`config.mk`:
```
export PLATFORM = sky130hd
export DESIGN_NAME = cpu_retire_tracer
export DESIGN_NICKNAME = d
export VERILOG_FILES = /design/src/rtl/cpu_trace_pkg.sv /design/src/rtl/trace_fifo.sv /design/src/rtl/cpu_retire_tracer.sv
export SDC_FILE = /design/constraint.sdc
export NUM_CORES = 1
export LEC_CHECK = 0
export ABC_AREA = 1
export CAP_MARGIN = 20
export CORE_MARGIN = 2
export CORE_UTILIZATION = 25
export DETAILED_ROUTE_END_ITERATION = 10
export GPL_ROUTABILITY_DRIVEN = 0
export GPL_TIMING_DRIVEN = 0
export SYNTH_ARGS = -nofsm -noshare
export SYNTH_HDL_FRONTEND = slang
export SYNTH_HIERARCHICAL = 1
export SYNTH_SLANG_ARGS = --single-unit
export TNS_END_PERCENT = 100
```
`constraint.sdc`:
```
create_clock -name clk -period 5.54 [get_ports clk]
set_input_delay 0.554 -clock clk [delete_from_list [all_inputs] [get_ports clk]]
set_output_delay 0.554 -clock clk [all_outputs]
set_load 0.02 [all_outputs]
```
`src/rtl/cpu_trace_pkg.sv`:
```
// Shared types and constants for the retirement tracer.
// Entry fields are sized at the widest supported configuration; a narrower seq counter is zero-extended.
package cpu_trace_pkg;

    localparam int TR_XLEN      = 16;
    localparam int TR_INSTR_W   = 16;
    localparam int TR_REG_IDX_W = 3;
    localparam int TR_SEQ_W     = 16;
    localparam int OPC_W        = 4;
    localparam int NUM_OPC      = 16;
    localparam int STAT_W       = 32;

    typedef enum logic [OPC_W-1:0] {
        OP_ADD  = 4'h0,
        OP_ADDI = 4'h1,
        OP_OR   = 4'h2,
        OP_AND  = 4'h3,
        OP_XOR  = 4'h4,
        OP_NOR  = 4'h5,
        OP_SLL  = 4'h6,
        OP_ROT  = 4'h7,
        OP_BNE  = 4'h8,
        OP_LDL  = 4'h9,
        OP_LDH  = 4'hA,
        OP_STL  = 4'hB,
        OP_STH  = 4'hC,
        OP_JMP  = 4'hD,
        OP_JAL  = 4'hE,
        OP_JR   = 4'hF
    } opcode_e;

    // JARL shares the JR encoding (link decided by wb_en); NOP is ADD into r0.
    localparam opcode_e OP_JARL = OP_JR;
    localparam opcode_e OP_NOP  = OP_ADD;

    typedef struct packed {
        logic [TR_SEQ_W-1:0]     seq;
        logic [TR_XLEN-1:0]      pc;
        logic [TR_INSTR_W-1:0]   instr;
        logic                    wb_en;
        logic [TR_REG_IDX_W-1:0] wb_idx;
        logic [TR_XLEN-1:0]      wb_data;
    } trace_entry_t;

    function automatic opcode_e opcode_of(input logic [TR_INSTR_W-1:0] instr);
        return opcode_e'(instr[TR_INSTR_W-1 -: OPC_W]);
    endfunction

endpackage

```
`src/rtl/trace_fifo.sv`:
```
// Generic synchronous FIFO with occupancy count; read data is the head entry, zero when empty.
module trace_fifo #(
    parameter int WIDTH = 8,
    parameter int DEPTH = 8
) (
    input  logic                     clk,
    input  logic                     rst_n,
    input  logic                     wr_en,
    input  logic [WIDTH-1:0]         wr_data,
    input  logic                     rd_en,
    output logic [WIDTH-1:0]         rd_data,
    output logic                     full,
    output logic                     empty,
    output logic [$clog2(DEPTH):0]   count
);

    localparam int AW = $clog2(DEPTH);
    localparam int CW = AW + 1;

    logic [WIDTH-1:0] mem [DEPTH];
    logic [AW-1:0]    wptr;
    logic [AW-1:0]    rptr;
    logic             push;
    logic             pop;

    assign full  = (count == CW'(DEPTH));
    assign empty = (count == '0);
    assign push  = wr_en && !full;
    assign pop   = rd_en && !empty;

    always_ff @(posedge clk or negedge rst_n) begin
        if (!rst_n) begin
            wptr  <= '0;
            rptr  <= '0;
            count <= '0;
        end else begin
            if (push)
                wptr <= wptr + 1'b1;
            if (pop)
                rptr <= rptr + 1'b1;
            case ({push, pop})
                2'b10:   count <= count + 1'b1;
                2'b01:   count <= count - 1'b1;
                default: count <= count;
            endcase
        end
    end

    // Storage carries no reset; the empty gate below keeps stale words invisible.
    always_ff @(posedge clk) begin
        if (push)
            mem[wptr] <= wr_data;
    end

    assign rd_data = empty ? '0 : mem[rptr];

endmodule

```
`src/rtl/cpu_retire_tracer.sv`:
```
// Captures retired instructions, stamps a sequence number and queues them for the consumer.
// Optional per-opcode retire statistics are built when CPU_TRACE_STAT_EN is defined.
module cpu_retire_tracer
    import cpu_trace_pkg::*;
#(
    parameter int XLEN      = TR_XLEN,
    parameter int INSTR_W   = TR_INSTR_W,
    parameter int REG_IDX_W = TR_REG_IDX_W,
    parameter int DEPTH     = 8,
    parameter int SEQ_W     = 16
) (
    input  logic                    clk,
    input  logic                    rst_n,
    input  logic                    ret_valid,
    output logic                    ret_ready,
    input  logic [XLEN-1:0]         ret_pc,
    input  logic [INSTR_W-1:0]      ret_instr,
    input  logic                    ret_wb_en,
    input  logic [REG_IDX_W-1:0]    ret_wb_idx,
    input  logic [XLEN-1:0]         ret_wb_data,
    output logic                    tr_valid,
    input  logic                    tr_ready,
    output trace_entry_t            tr_entry,
    output logic                    tr_overflow,
    output logic [$clog2(DEPTH):0]  tr_count
`ifdef CPU_TRACE_STAT_EN
    ,
    input  logic [OPC_W-1:0]        stat_sel,
    output logic [STAT_W-1:0]       stat_cnt
`endif
);

    localparam int EW = $bits(trace_entry_t);

    logic             full;
    logic             empty;
    logic             push;
    logic             pop;
    logic [SEQ_W-1:0] seq;
    trace_entry_t     wr_entry;
    logic [EW-1:0]    rd_vec;

    assign ret_ready = !full;
    assign tr_valid  = !empty;
    assign push      = ret_valid && !full;
    assign pop       = tr_valid && tr_ready;
    assign tr_entry  = trace_entry_t'(rd_vec);

    // Write-back fields are zeroed when unused so entries compare bit-for-bit.
    always_comb begin
        wr_entry              = '0;
        wr_entry.seq[SEQ_W-1:0] = seq;
        wr_entry.pc           = ret_pc;
        wr_entry.instr        = ret_instr;
        wr_entry.wb_en        = ret_wb_en;
        if (ret_wb_en) begin
            wr_entry.wb_idx  = ret_wb_idx;
            wr_entry.wb_data = ret_wb_data;
        end
    end

    always_ff @(posedge clk or negedge rst_n) begin
        if (!rst_n) begin
            seq         <= '0;
            tr_overflow <= 1'b0;
        end else begin
            if (push)
                seq <= seq + 1'b1;
            if (ret_valid && full)
                tr_overflow <= 1'b1;
        end
    end

    trace_fifo #(
        .WIDTH (EW),
        .DEPTH (DEPTH)
    ) u_fifo (
        .clk     (clk),
        .rst_n   (rst_n),
        .wr_en   (push),
        .wr_data (wr_entry),
        .rd_en   (pop),
        .rd_data (rd_vec),
        .full    (full),
        .empty   (empty),
        .count   (tr_count)
    );

`ifdef CPU_TRACE_STAT_EN
    logic [STAT_W-1:0] stat_mem [NUM_OPC];
    logic [OPC_W-1:0]  op;

    assign op = ret_instr[INSTR_W-1 -: OPC_W];

    always_ff @(posedge clk or negedge rst_n) begin
        if (!rst_n) begin
            for (int i = 0; i < NUM_OPC; i++)
                stat_mem[i] <= '0;
            stat_cnt <= '0;
        end else begin
            if (push && (stat_mem[op] != '1))
                stat_mem[op] <= stat_mem[op] + 1'b1;
            stat_cnt <= stat_mem[stat_sel];
        end
    end
`else
    // Statistics compiled out: no counters or read port exist in this build.
`endif

endmodule

```
# == Yosys cells after proc, flatten, opt, wreduce, memory -nomap -nowiden ==
# Memory sizes are Yosys's and may differ from the RTL's.
# Cells that the tools add are included.
# W data, S select, Z words.
# totals
ff_bits,27
ram_bits,544
in_bits,56
out_inout_bits,75
elab_cells,28
n_memories,1
# classes
n_addsub,5
eq_ne,3
n_mux,5
reduce_logical,9
# memory_table
name,words,width,rd,rd_ports_with_merged_regs,wr,line_no,rtl
u_fifo.mem,8,68,1,0,1,trace_fifo.sv:20,logic [WIDTH-1:0] mem [DEPTH];
# op_table
operator,n
$mux W68,1
$mux W19,1
$add A16 B1 Y16 const B,1
$pmux W4 S2,1
$add A3 B1 Y3 const B,2
$logic_and A1 B1 Y1,5
$add A4 B1 Y4 const B,1
$eq A4 B4 Y1 const B,1
$logic_not A4 Y1,1
$sub A4 B1 Y4 const B,1
$eq A2 B1 Y1 const B,1
$eq A2 B2 Y1 const B,1
$logic_not A1 Y1,2
$mux W1,2
$reduce_bool A2 Y1,1

# == Depth between registers and ports, before layout ==
# Gate-level depths: netlist (run 1).
# depth
depth_word,6
depth_mapped,17
depth_no_buf,16

# == Hierarchy ==
# Netlist (run 1), hierarchy kept.
# by_module_without_submodules
mod,n_inst,cells_per_inst,area_per_inst_um2,seq_area_each_um2
trace_fifo,1,1691,21914.8,16585.9
cpu_retire_tracer,1,151,1067.3,425.4

# == Least setup slack after synthesis (run 1) ==
# No wires, ideal clock.
# synth_path
path_kind,register to register
startpoint,register u_fifo.count[1]
endpoint,"memory u_fifo/mem[0][0] (netlist name), enable pin"
setup_ns,0.494
arrival_ns,4.332
t_required_ns,5.046
path_slack_ns,0.713
path_stages_with_launch,10
synth_period_minus_slack_ns,4.827
path_cell_list,dfrtp_1 -> nor2_1 -> nand3_1 -> inv_1 -> inv_2 -> nand2_4 -> inv_4 -> nand2_1 -> or2_2 -> nor2_1
# synth_between
elab_chain_cells,6
# synth_rtl
item,line_no,rtl
from (decl),trace_fifo.sv:14,output logic [$clog2(DEPTH):0] count
from (signal assigned),trace_fifo.sv:42,2'b10: count <= count + 1'b1;
from (signal assigned),trace_fifo.sv:43,2'b01: count <= count - 1'b1;
from (signal assigned),trace_fifo.sv:44,default: count <= count;
$eq A4 B4 Y1,trace_fifo.sv:26,assign full = (count == CW'(DEPTH));
named net full,cpu_retire_tracer.sv:35,logic full;
$logic_not A1 Y1,--,
named net ret_ready,cpu_retire_tracer.sv:15,"output logic ret_ready,"
$logic_and A1 B1 Y1,cpu_retire_tracer.sv:45,assign push = ret_valid && !full;
named net push,cpu_retire_tracer.sv:37,logic push;
$logic_and A1 B1 Y1,trace_fifo.sv:28,assign push = wr_en && !full;
$mux W1,trace_fifo.sv:51,if (push)
$mux W1 (implied by the code),trace_fifo.sv:52,mem[wptr] <= wr_data;
to (decl),trace_fifo.sv:20,
# The timed path passes the listed nets, and every way through them passes these cells.

==> results_dict.tcl, run 1 <==
set metrics [dict create \
    r2r_end "u_fifo/count[2]" \
    cts_sinks 571 \
    die-width_um 307 \
    area_growth_pct 21.8 \
    criticalPathCategory "reg -> out" \
    syn_area_mm2 0.0230 \
    max_slew_margin 0.353 \
    drtPass1Iterations 6 \
    dp_worst_setup_slack_ps 1750 \
    leakagePower_nw 9.54 \
    cp-start-kind "flop" \
    holdPathEnd "tr_overflow" \
    cts_htree_levels 2 \
    arrival_ps 3530 \
    cts_root_buf "clkbuf_16" \
    vias 14900 \
    drive_gt1_frac 0.0935 \
    rsz0062_at_grt "no" \
    finalNonFillerCells 3285 \
    synth_area_leader_cell "edfxtp_1" \
    dp_cells 3176 \
    placed_cell_area_mm2 0.0262 \
    cp.required_ps 4990 \
    seq_area_frac_synth 0.740 \
    period_share 0.738 \
    synth_top_area_frac 0.711 \
    critPathMaxFanout 10 \
    synth.distinct_cells 33 \
    cap_violations 0 \
    ys.warnings.count 6 \
    cts.clk_slew.worst_paths_ps 70 \
    drt_wl_total_mm 63.0 \
    syn-num-nets 1904 \
    grt_first_pass_wirelength_mm 92.3 \
    multi_input_area_mm2 0.00519 \
    reg2reg_from "u_fifo/count[0]" \
    synthTopCellsByArea "edfxtp_1, nor2_1, o21ai_0, dfrtp_1, nand2_1" \
    holdCritStartpoint "tr_overflow" \
    antenna_found_initial 2 \
    synth_ff_type "edfxtp_1" \
    report.final.slew_viol_count 0 \
    grt_overflow 0 \
    die_y_um 307 \
    synth_edf_count 544 \
    r2r_slack_ps 1700 \
    seq_area_mm2 0.0170 \
    ys_seq_elements 571 \
    final_nets 2112 \
    cts_tree "yes" \
    power_density_mw_per_mm2 583 \
    pin_count 131 \
    wl_per_cell_um 19.2 \
    setup_ws_ps 1450 \
    postLayoutCellArea_mm2 0.0280 \
    cp_cell_sequence "nor2_1 > nand2_1 > buf_2 > buf_2 > nand2_1 > nor2_1 > clkdlybuf4s50_1" \
    worstMarginPinSlew_ps 970 \
    drc 0 \
    core-area_mm2 0.0914 \
    async_flop_share 0.0473 \
    vias_per_cell 4.54 \
    die-area_mm2 0.0944 \
    clock_latency_ps 610 \
    num_rows 111 \
    drt-initial-drc-count 1276 \
    grt_pass1_vias 14500 \
    min_period_ps 4090 \
    dp_hpwl_mm 41.3 \
    finalSetupViolations 0 \
    synthCells 1842 \
    critPathMaxStageDelay_ps 690 \
    synth_area_per_cell_um2 12.5 \
    max_freq_ghz 0.245 \
    ctsResizeCount 0 \
    critPathSlowestCell "clkdlybuf4s50_1" \
    ff2ff_path_depth 15 \
    port_buffers 130 \
    fin_skew_ps 20.1 \
    clockBufferDepth 3 \
    worstHoldPathType "reg -> reg" \
    holdWs_ps 471 \
    status "finished clean" \
    postCtsSetupBuffers 0 \
    cts-buffers-inserted 57 \
    grt_max_degree 29 \
    ant_nets 0 \
    holdPathStages 1 \
    vdd_drop_max_mv 0.383 \
    nFillCells 9215 \
    grt_usage 0.130 \
    start_util 0.251 \
    end_kind "primary output" \
    final_hold_viol_count 0 \
]
## sequential cells by signal, summed over array words and instances, names as in the netlist
name / count
u_fifo/mem: 544
u_fifo/rptr: 3
seq: 16
u_fifo/count: 4
u_fifo/wptr: 3
tr_overflow: 1
## critical path: cells and delay by family, from the launching register on
kind | cells | cell delay, ps
buffers and inverters | 3 | 1370
flip-flops | 1 | 440
AND/OR/NAND/NOR | 4 | 1120
## per-layer routing
| layer | vias to the layer above | global-route usage | share of wire |
|---|---|---|---|
| met5 | - | 0 | 0 |
| met1 | 7355 | 0.174 | 0.43 |
| met2 | 476 | 0.214 | 0.47 |
| met4 | 0 | 0.0484 | 0.034 |
| li1 | 6989 | - | - |
| met3 | 106 | 0.0198 | 0.062 |
## cell usage after synthesis, drive strengths merged (9+ instances only)
master / count
clkbuf: 52
o211ai: 68
xor2: 9
o21ai: 275
o22ai: 68
inv: 52
nor2: 508
buf: 62
dfrtp: 27
nand3: 9
edfxtp: 544
nand2: 145
## worst max-delay path by stage
stage / from / endpoint / slack, ps / cells after the start
finish: u_fifo/count[0] / tr_entry[58] / 1450 / 7
detailed placement: u_fifo/count[1] / u_fifo/count[2] / 1750 / 15
global placement: ret_valid / u_fifo/mem[3][39] / -2560 / 7
global route: u_fifo/rptr[1] / tr_entry[64] / 1250 / 8
CTS: u_fifo/count[1] / tr_entry[62] / 1390 / 7
floorplan: u_fifo/count[1] / u_fifo/mem[0][0] / 710 / 9
## cells in the final DEF, fill, tap and decap left out, drive strengths merged, types with 3 or more instances in the layout
| cell | n |
|---|---|
| buf | 81 |
| bufinv | 4 |
| clkbuf | 122 |
| clkdlybuf4s50 | 129 |
| clkinv | 29 |
| dfrtp | 27 |
| edfxtp | 544 |
| ha | 6 |
| inv | 54 |
| nand2 | 145 |
| nand3 | 9 |
| nand4 | 3 |
| nor2 | 508 |
| o211ai | 68 |
| o21ai | 275 |
| o22ai | 68 |
| xnor2 | 6 |
| xor2 | 9 |
## metrics by stage
| stage | setup TNS (ps) | total power (W) | utilization |
|---|---|---|---|
| global placement | -1229900 | 0.0127 | 0.282 |
| detailed placement | 0 | 0.0128 | 0.287 |
| CTS | 0 | 0.0165 | 0.306 |
| global route | 0 | 0.0173 | 0.306 |
| finish | 0 | 0.0163 | 0.306 |
| floorplan | 0 | 0.00958 | - |
## report_power, final
part	leakage (nW)	switching [W]	internal (W)	total [W]
logic	3.44	0.00458	0.00233	0.00691
registers	5.21	0.000226	0.00547	0.00569
clock network	0.886	0.00161	0.00211	0.00372
total	9.54	0.00642	0.00991	0.0163
## final cells by class
type                       instances  share of cell area
clock buffer                      70              0.0534
inverter                          53             0.00719
antenna                            2            0.000179
buffer                           114              0.0228
multi-input combinational       1104               0.185
tap                             1186              0.0530
sequential                       571               0.608
clock inverter                    36              0.0109
timing repair buffer             149              0.0595
## repair_timing
| action | in CTS | in global routing |
|---|---|---|
| endpoints found under the hold margin | 6 | 0 |
| setup endpoints to repair | 0 | 0 |
| hold buffers | 1 | 0 |
## logic make-up (layout without fill, tap and decap cells)
logic type / Yosys count / after routing / share of synthesized area
AO/OA/AOI/OAI: 414 / 414 / 0.101
other: 0 / 2 / 0
flip-flops: 571 / 571 / 0.740
buffers and inverters: 167 / 422 / 0.0366
XOR/XNOR: 15 / 15 / 0.00572
AND/OR/NAND/NOR: 669 / 669 / 0.113
adder cells (fa/ha/maj): 6 / 6 / 0.00327
No activity file was read; power rests on OpenSTA's default activity.
==> run 2: changes to the inputs <==
==> constraint.sdc (replaced) <==
create_clock -name clk -period 4.1 [get_ports clk]
set_input_delay 0.41 -clock clk [delete_from_list [all_inputs] [get_ports clk]]
set_output_delay 0.41 -clock clk [all_outputs]
set_load 0.02 [all_outputs]
==> results_dict.tcl, run 2 (synthesis gave the netlist of run 1 again) <==
set metrics [dict create \
    final_hold_viol_count 0 \
    critPathMaxFanout 10 \
    wl_per_cell_um 18.8 \
    cap_violations 0 \
    start_util 0.251 \
    antenna_cells 0 \
    leakagePower_nw 9.64 \
    drc 0 \
    cts_tree "yes" \
    antenna_found_initial 1 \
    cts.clk_slew.worst_paths_ps 60 \
    drive_gt1_frac 0.0956 \
    cp-start-kind "flop" \
    pwr-share-comb 0.414 \
    cts_htree_levels 2 \
    arrival_ps 3410 \
    pin_count 131 \
    layout_commonest_cell "edfxtp_1" \
    p_int_w 0.0138 \
    ant_nets 0 \
    fin_skew_ps 29.5 \
    period_share 0.932 \
    min_period_ps 3820 \
    dp_worst_setup_slack_ps 243 \
    cts_root_buf "clkbuf_16" \
    max_freq_ghz 0.262 \
    report.final.slew_viol_count 0 \
    regMostFlops "u_fifo/mem" \
    rsz0062_at_grt "no" \
    worstMarginPinSlew_ps 1030 \
    status "finished clean" \
    core-area_mm2 0.0914 \
    die-area_mm2 0.0944 \
    drt-initial-drc-count 1196 \
    finalSetupViolations 0 \
    cp.required_ps 3690 \
    cts-buffers-inserted 59 \
    dp_hpwl_mm 40.8 \
    grt_max_degree 28 \
    grt_first_pass_wirelength_mm 90.6 \
    vias 14700 \
    criticalPathCategory "reg -> out" \
    end_kind "primary output" \
    port_buffers 130 \
    num_rows 111 \
    cts_sinks 571 \
    grt_usage 0.128 \
    worstHoldPathType "in -> async" \
    finalNonFillerCells 3289 \
    switching_share 0.388 \
    dp_cells 3177 \
    area_growth_pct 22.9 \
    drtPass1Iterations 5 \
    drt_wl_total_mm 61.9 \
    grt_overflow 0 \
    final_cell_mix "edfxtp_1, nor2_1, o21ai_0, nand2_1, clkdlybuf4s50_1" \
    clockBufferDepth 3 \
    final_nets 2115 \
    max_slew_margin 0.310 \
    clock_latency_ps 630 \
    p_seq_frac 0.342 \
    power_density_mw_per_mm2 796 \
    vdd_drop_max_mv 0.370 \
    grt_pass1_vias 14400 \
    netSwitchingPower_w 0.00871 \
    largest_reg_flops 544 \
    top_regs "u_fifo/mem: 544 flops, seq: 16 flops, u_fifo/count: 4 flops" \
    die-width_um 307 \
    die_y_um 307 \
    setup_ws_ps 278 \
    vias_per_cell 4.47 \
    pwr-share-clk 0.244 \
]
==> run 2: stage by stage <==
stage | hold slack [ps] | power [W] | setup TNS (ps) | util | instance area (um2)
final | 393 | 0.0225 | 0 | 0.309 | 28200
after global routing | 441 | 0.0237 | 0 | 0.309 | 28200
after CTS | 403 | 0.0227 | 0 | 0.309 | 28200
after detailed placement | 447 | 0.0172 | 0 | 0.287 | 26200
after global placement | 447 | 0.0171 | -1349890 | 0.282 | 25800
after floorplan | 114 | 0.0129 | -197680 | - | 23000
==> run 2: power by group through the flow <==
stage               registers [W]  logic [W]  clock network, W
global route              0.00776     0.0101           0.00580
global placement          0.00793    0.00914                 0
CTS                       0.00769    0.00945           0.00559
floorplan                 0.00782    0.00512                 0
finish                    0.00769    0.00931           0.00548
detailed placement        0.00781    0.00940                 0
==> run 2: worst max-delay path: stages (launching register included) <==
cell and delay (ps):
dfrtp_1 390, buf_6 160, inv_2 230, clkbuf_1 450, o21ai_0 170, o22ai_1 160
nor2_1 60, nor2_1 450, clkdlybuf4s50_1 710
==> run 2: timing repair <==
item | 4_1_cts | 5_1_grt
resized for setup | 0 | 1
hold buffers | 1 | 0
hold endpoints to repair | 27 | 0
setup buffers | 0 | 0
setup endpoints to repair | 0 | 6
==> run 2: path summary, 6_finish.rpt <==
kind | slack, ps | cells after the start | startpoint | endpoint
worst max-delay path | 280 | 8 | u_fifo/rptr[1] | tr_entry[64]
worst min-delay path | 390 | 2 | rst_n | tr_overflow
worst max register to register | 490 | 15 | u_fifo/count[1] | u_fifo/count[2]
worst min register to register | 460 | 1 | tr_overflow | tr_overflow
max in group asynchronous | 3210 | 2 | rst_n | u_fifo/wptr[2]
min in group clk | 460 | 1 | tr_overflow | tr_overflow
==> run 2: area by class of cell <==
class,count,area (um2)
multi-input cells,1104,5190
inverters,53,201
well taps,1186,1480
flip-flops and latches,571,17000
clock inverters,44,495
clock buffers,67,1510
plain buffers,114,639
repair buffers,150,1710
fillers,9118,63100
==> run 2: routing by layer <==
metal  vias up  share of wire  GRT usage
met5         -              0          0
met4         0          0.023     0.0393
met3        84          0.051     0.0166
met2       407           0.49      0.217
met1      7230           0.44      0.170
li1       6995              -          -
==> run 3: changes to the inputs <==
--- a/config.mk
+++ b/config.mk
@@ -10,6 +10,7 @@
 export CORE_MARGIN = 2
 export CORE_UTILIZATION = 25
 export DETAILED_ROUTE_END_ITERATION = 10
+export DONT_BUFFER_PORTS = 1
 export GPL_ROUTABILITY_DRIVEN = 0
 export GPL_TIMING_DRIVEN = 0
 export SYNTH_ARGS = -nofsm -noshare
==> results_dict.tcl, run 3 (synthesis gave the netlist of run 1 again) <==
set metrics [dict create \
    fin_skew_ps 24.1 \
    nFillCells 9157 \
    drive_gt1_frac 0.0999 \
    grt_pass1_vias 14000 \
    grt_first_pass_wirelength_mm 90.7 \
    cp-start-kind "flop" \
    netSwitchingPower_w 0.00844 \
    final_nets 2018 \
    largest_reg_flops 544 \
    p_int_w 0.0124 \
    wl_met2_mm 30.9 \
    vias 14300 \
    wl_met1_mm 26.2 \
    status "finished clean" \
    grt_overflow 0 \
    report.final.slew_viol_count 0 \
    layout_commonest_cell "edfxtp_1" \
    final_cell_mix "edfxtp_1, nor2_1, o21ai_0, nand2_1" \
    die-area_mm2 0.0944 \
    start_util 0.251 \
    min_period_ps 3780 \
    drtPass1Iterations 5 \
    regMostFlops "u_fifo/mem" \
    top_layer "met5" \
    clock_latency_ps 630 \
    clockBufferDepth 3 \
    cts_htree_levels 2 \
    worstHoldPathType "in -> reg" \
    dp_hpwl_mm 40.9 \
    dp_worst_setup_slack_ps 32.2 \
    r2r_slack_ps 320 \
    critPathMaxFanout 10 \
    wl_per_cell_um 19.5 \
    vdd_drop_max_mv 0.332 \
    antenna_cells 0 \
    port_buffers 0 \
    p_seq_frac 0.371 \
    drc 0 \
    pwr-share-clk 0.251 \
    cts.clk_slew.worst_paths_ps 60 \
    grt_max_degree 28 \
    finalSetupViolations 0 \
    cts_root_buf "clkbuf_16" \
    drt-initial-drc-count 1076 \
    arrival_ps 4310 \
    leakagePower_nw 9.21 \
    antenna_found_initial 3 \
    core-area_mm2 0.0914 \
    die_y_um 307 \
    cap_violations 0 \
    max_freq_ghz 0.265 \
    tns_ps 0 \
    switching_share 0.406 \
    die-width_um 307 \
    max_slew_margin 0.393 \
    ant_nets 0 \
    cp.required_ps 4630 \
    postCtsSetupBuffers 0 \
    p_total_w 0.0208 \
    setup_ws_ps 320 \
    end_kind "flop" \
    dr_wl_met3_mm 3.76 \
    cts_tree "yes" \
    cts-buffers-inserted 59 \
    period_share 0.922 \
    rsz0062_at_grt "no" \
    final_hold_viol_count 0 \
    power_density_mw_per_mm2 767 \
    worstMarginPinSlew_ps 910 \
    num_rows 111 \
    cts_sinks 571 \
    pin_count 131 \
    criticalPathCategory "reg -> reg" \
    top_regs "u_fifo/mem: 544 flops, seq: 16 flops, u_fifo/count: 4 flops" \
    grt_usage 0.129 \
    area_growth_pct 18.1 \
    drt_wl_total_mm 62.1 \
    pwr-share-comb 0.378 \
    vias_per_cell 4.50 \
]
==> run 3: changes by cell type in the layout (fill, tap and decap cells not counted), sizes merged <==
cell           change
bufinv             -4
inv                -3
clkdlybuf4s50    -129
clkinv             -5
clkbuf             +9
dlygate4sd3       +34
buf                -2
==> run 3: worst max-delay path, cell delays in order (launching register included) <==
cell     delay [ps]
dfrtp_1         530
nor2_1          130
nand2_2         360
buf_2           340
buf_2           310
inv_1           180
nor2_1          140
nand2_1         160
inv_1           340
ha_1            290
nor2_1           60
nor2_1          150
ha_1            160
a21oi_1          50
or2_2           310
a31oi_1         140
==> run 3: final cells by class <==
class / instances / area [um2] / share of cell area
flip-flops and latches: 571 / 17000 / 0.627
plain buffers: 114 / 639 / 0.0236
well taps: 1186 / 1480 / 0.0547
clock buffers: 76 / 1570 / 0.0579
inverters: 53 / 201 / 0.00742
repair buffers: 53 / 711 / 0.0262
clock inverters: 32 / 325 / 0.0120
multi-input cells: 1104 / 5190 / 0.191
==> run 3: what timing repair did <==
item,CTS,global route
hold buffers,36,0
hold endpoints to repair,293,0
endpoints found under the setup margin,1,0
gates resized for setup,1,0
==> run 3: final timing paths <==
kind	start	end	cells after the start
worst max-delay path	u_fifo/count[1]	u_fifo/count[2]	15
worst min-delay path	ret_wb_data[14]	u_fifo/mem[6][14]	2
worst max register to register	u_fifo/count[1]	u_fifo/count[2]	15
worst min register to register	u_fifo/wptr[0]	u_fifo/wptr[0]	2
max in group asynchronous	rst_n	seq[0]	2
min in group asynchronous	rst_n	u_fifo/rptr[0]	2
==> run 3: per-stage QoR <==
stage | hold WS [ps] | instances | utilization | instance area [um2]
5_1_grt | 89.3 | 3189 | 0.297 | 27100
3_5_place_dp | 116 | 3045 | 0.272 | 24900
4_1_cts | 76.8 | 3189 | 0.297 | 27100
2_1_floorplan | 114 | 1842 | - | 23000
3_3_place_gp | 116 | 3028 | 0.268 | 24500
6_report | 121 | 3189 | 0.297 | 27100
==> run 3: power by group through the flow <==
stage	combinational (W)	clock [W]	sequential, W
global placement	0.00773	0	0.00797
global route	0.00869	0.00557	0.00780
floorplan	0.00512	0	0.00782
CTS	0.00809	0.00535	0.00772
detailed placement	0.00800	0	0.00784
finish	0.00787	0.00522	0.00772
==> run 3: routing by layer <==
metal	vias to the layer above	global-route usage
li1	6799	-
met1	7132	0.161
met2	329	0.225
met3	74	0.0288
met4	6	0.0356
met5	-	0
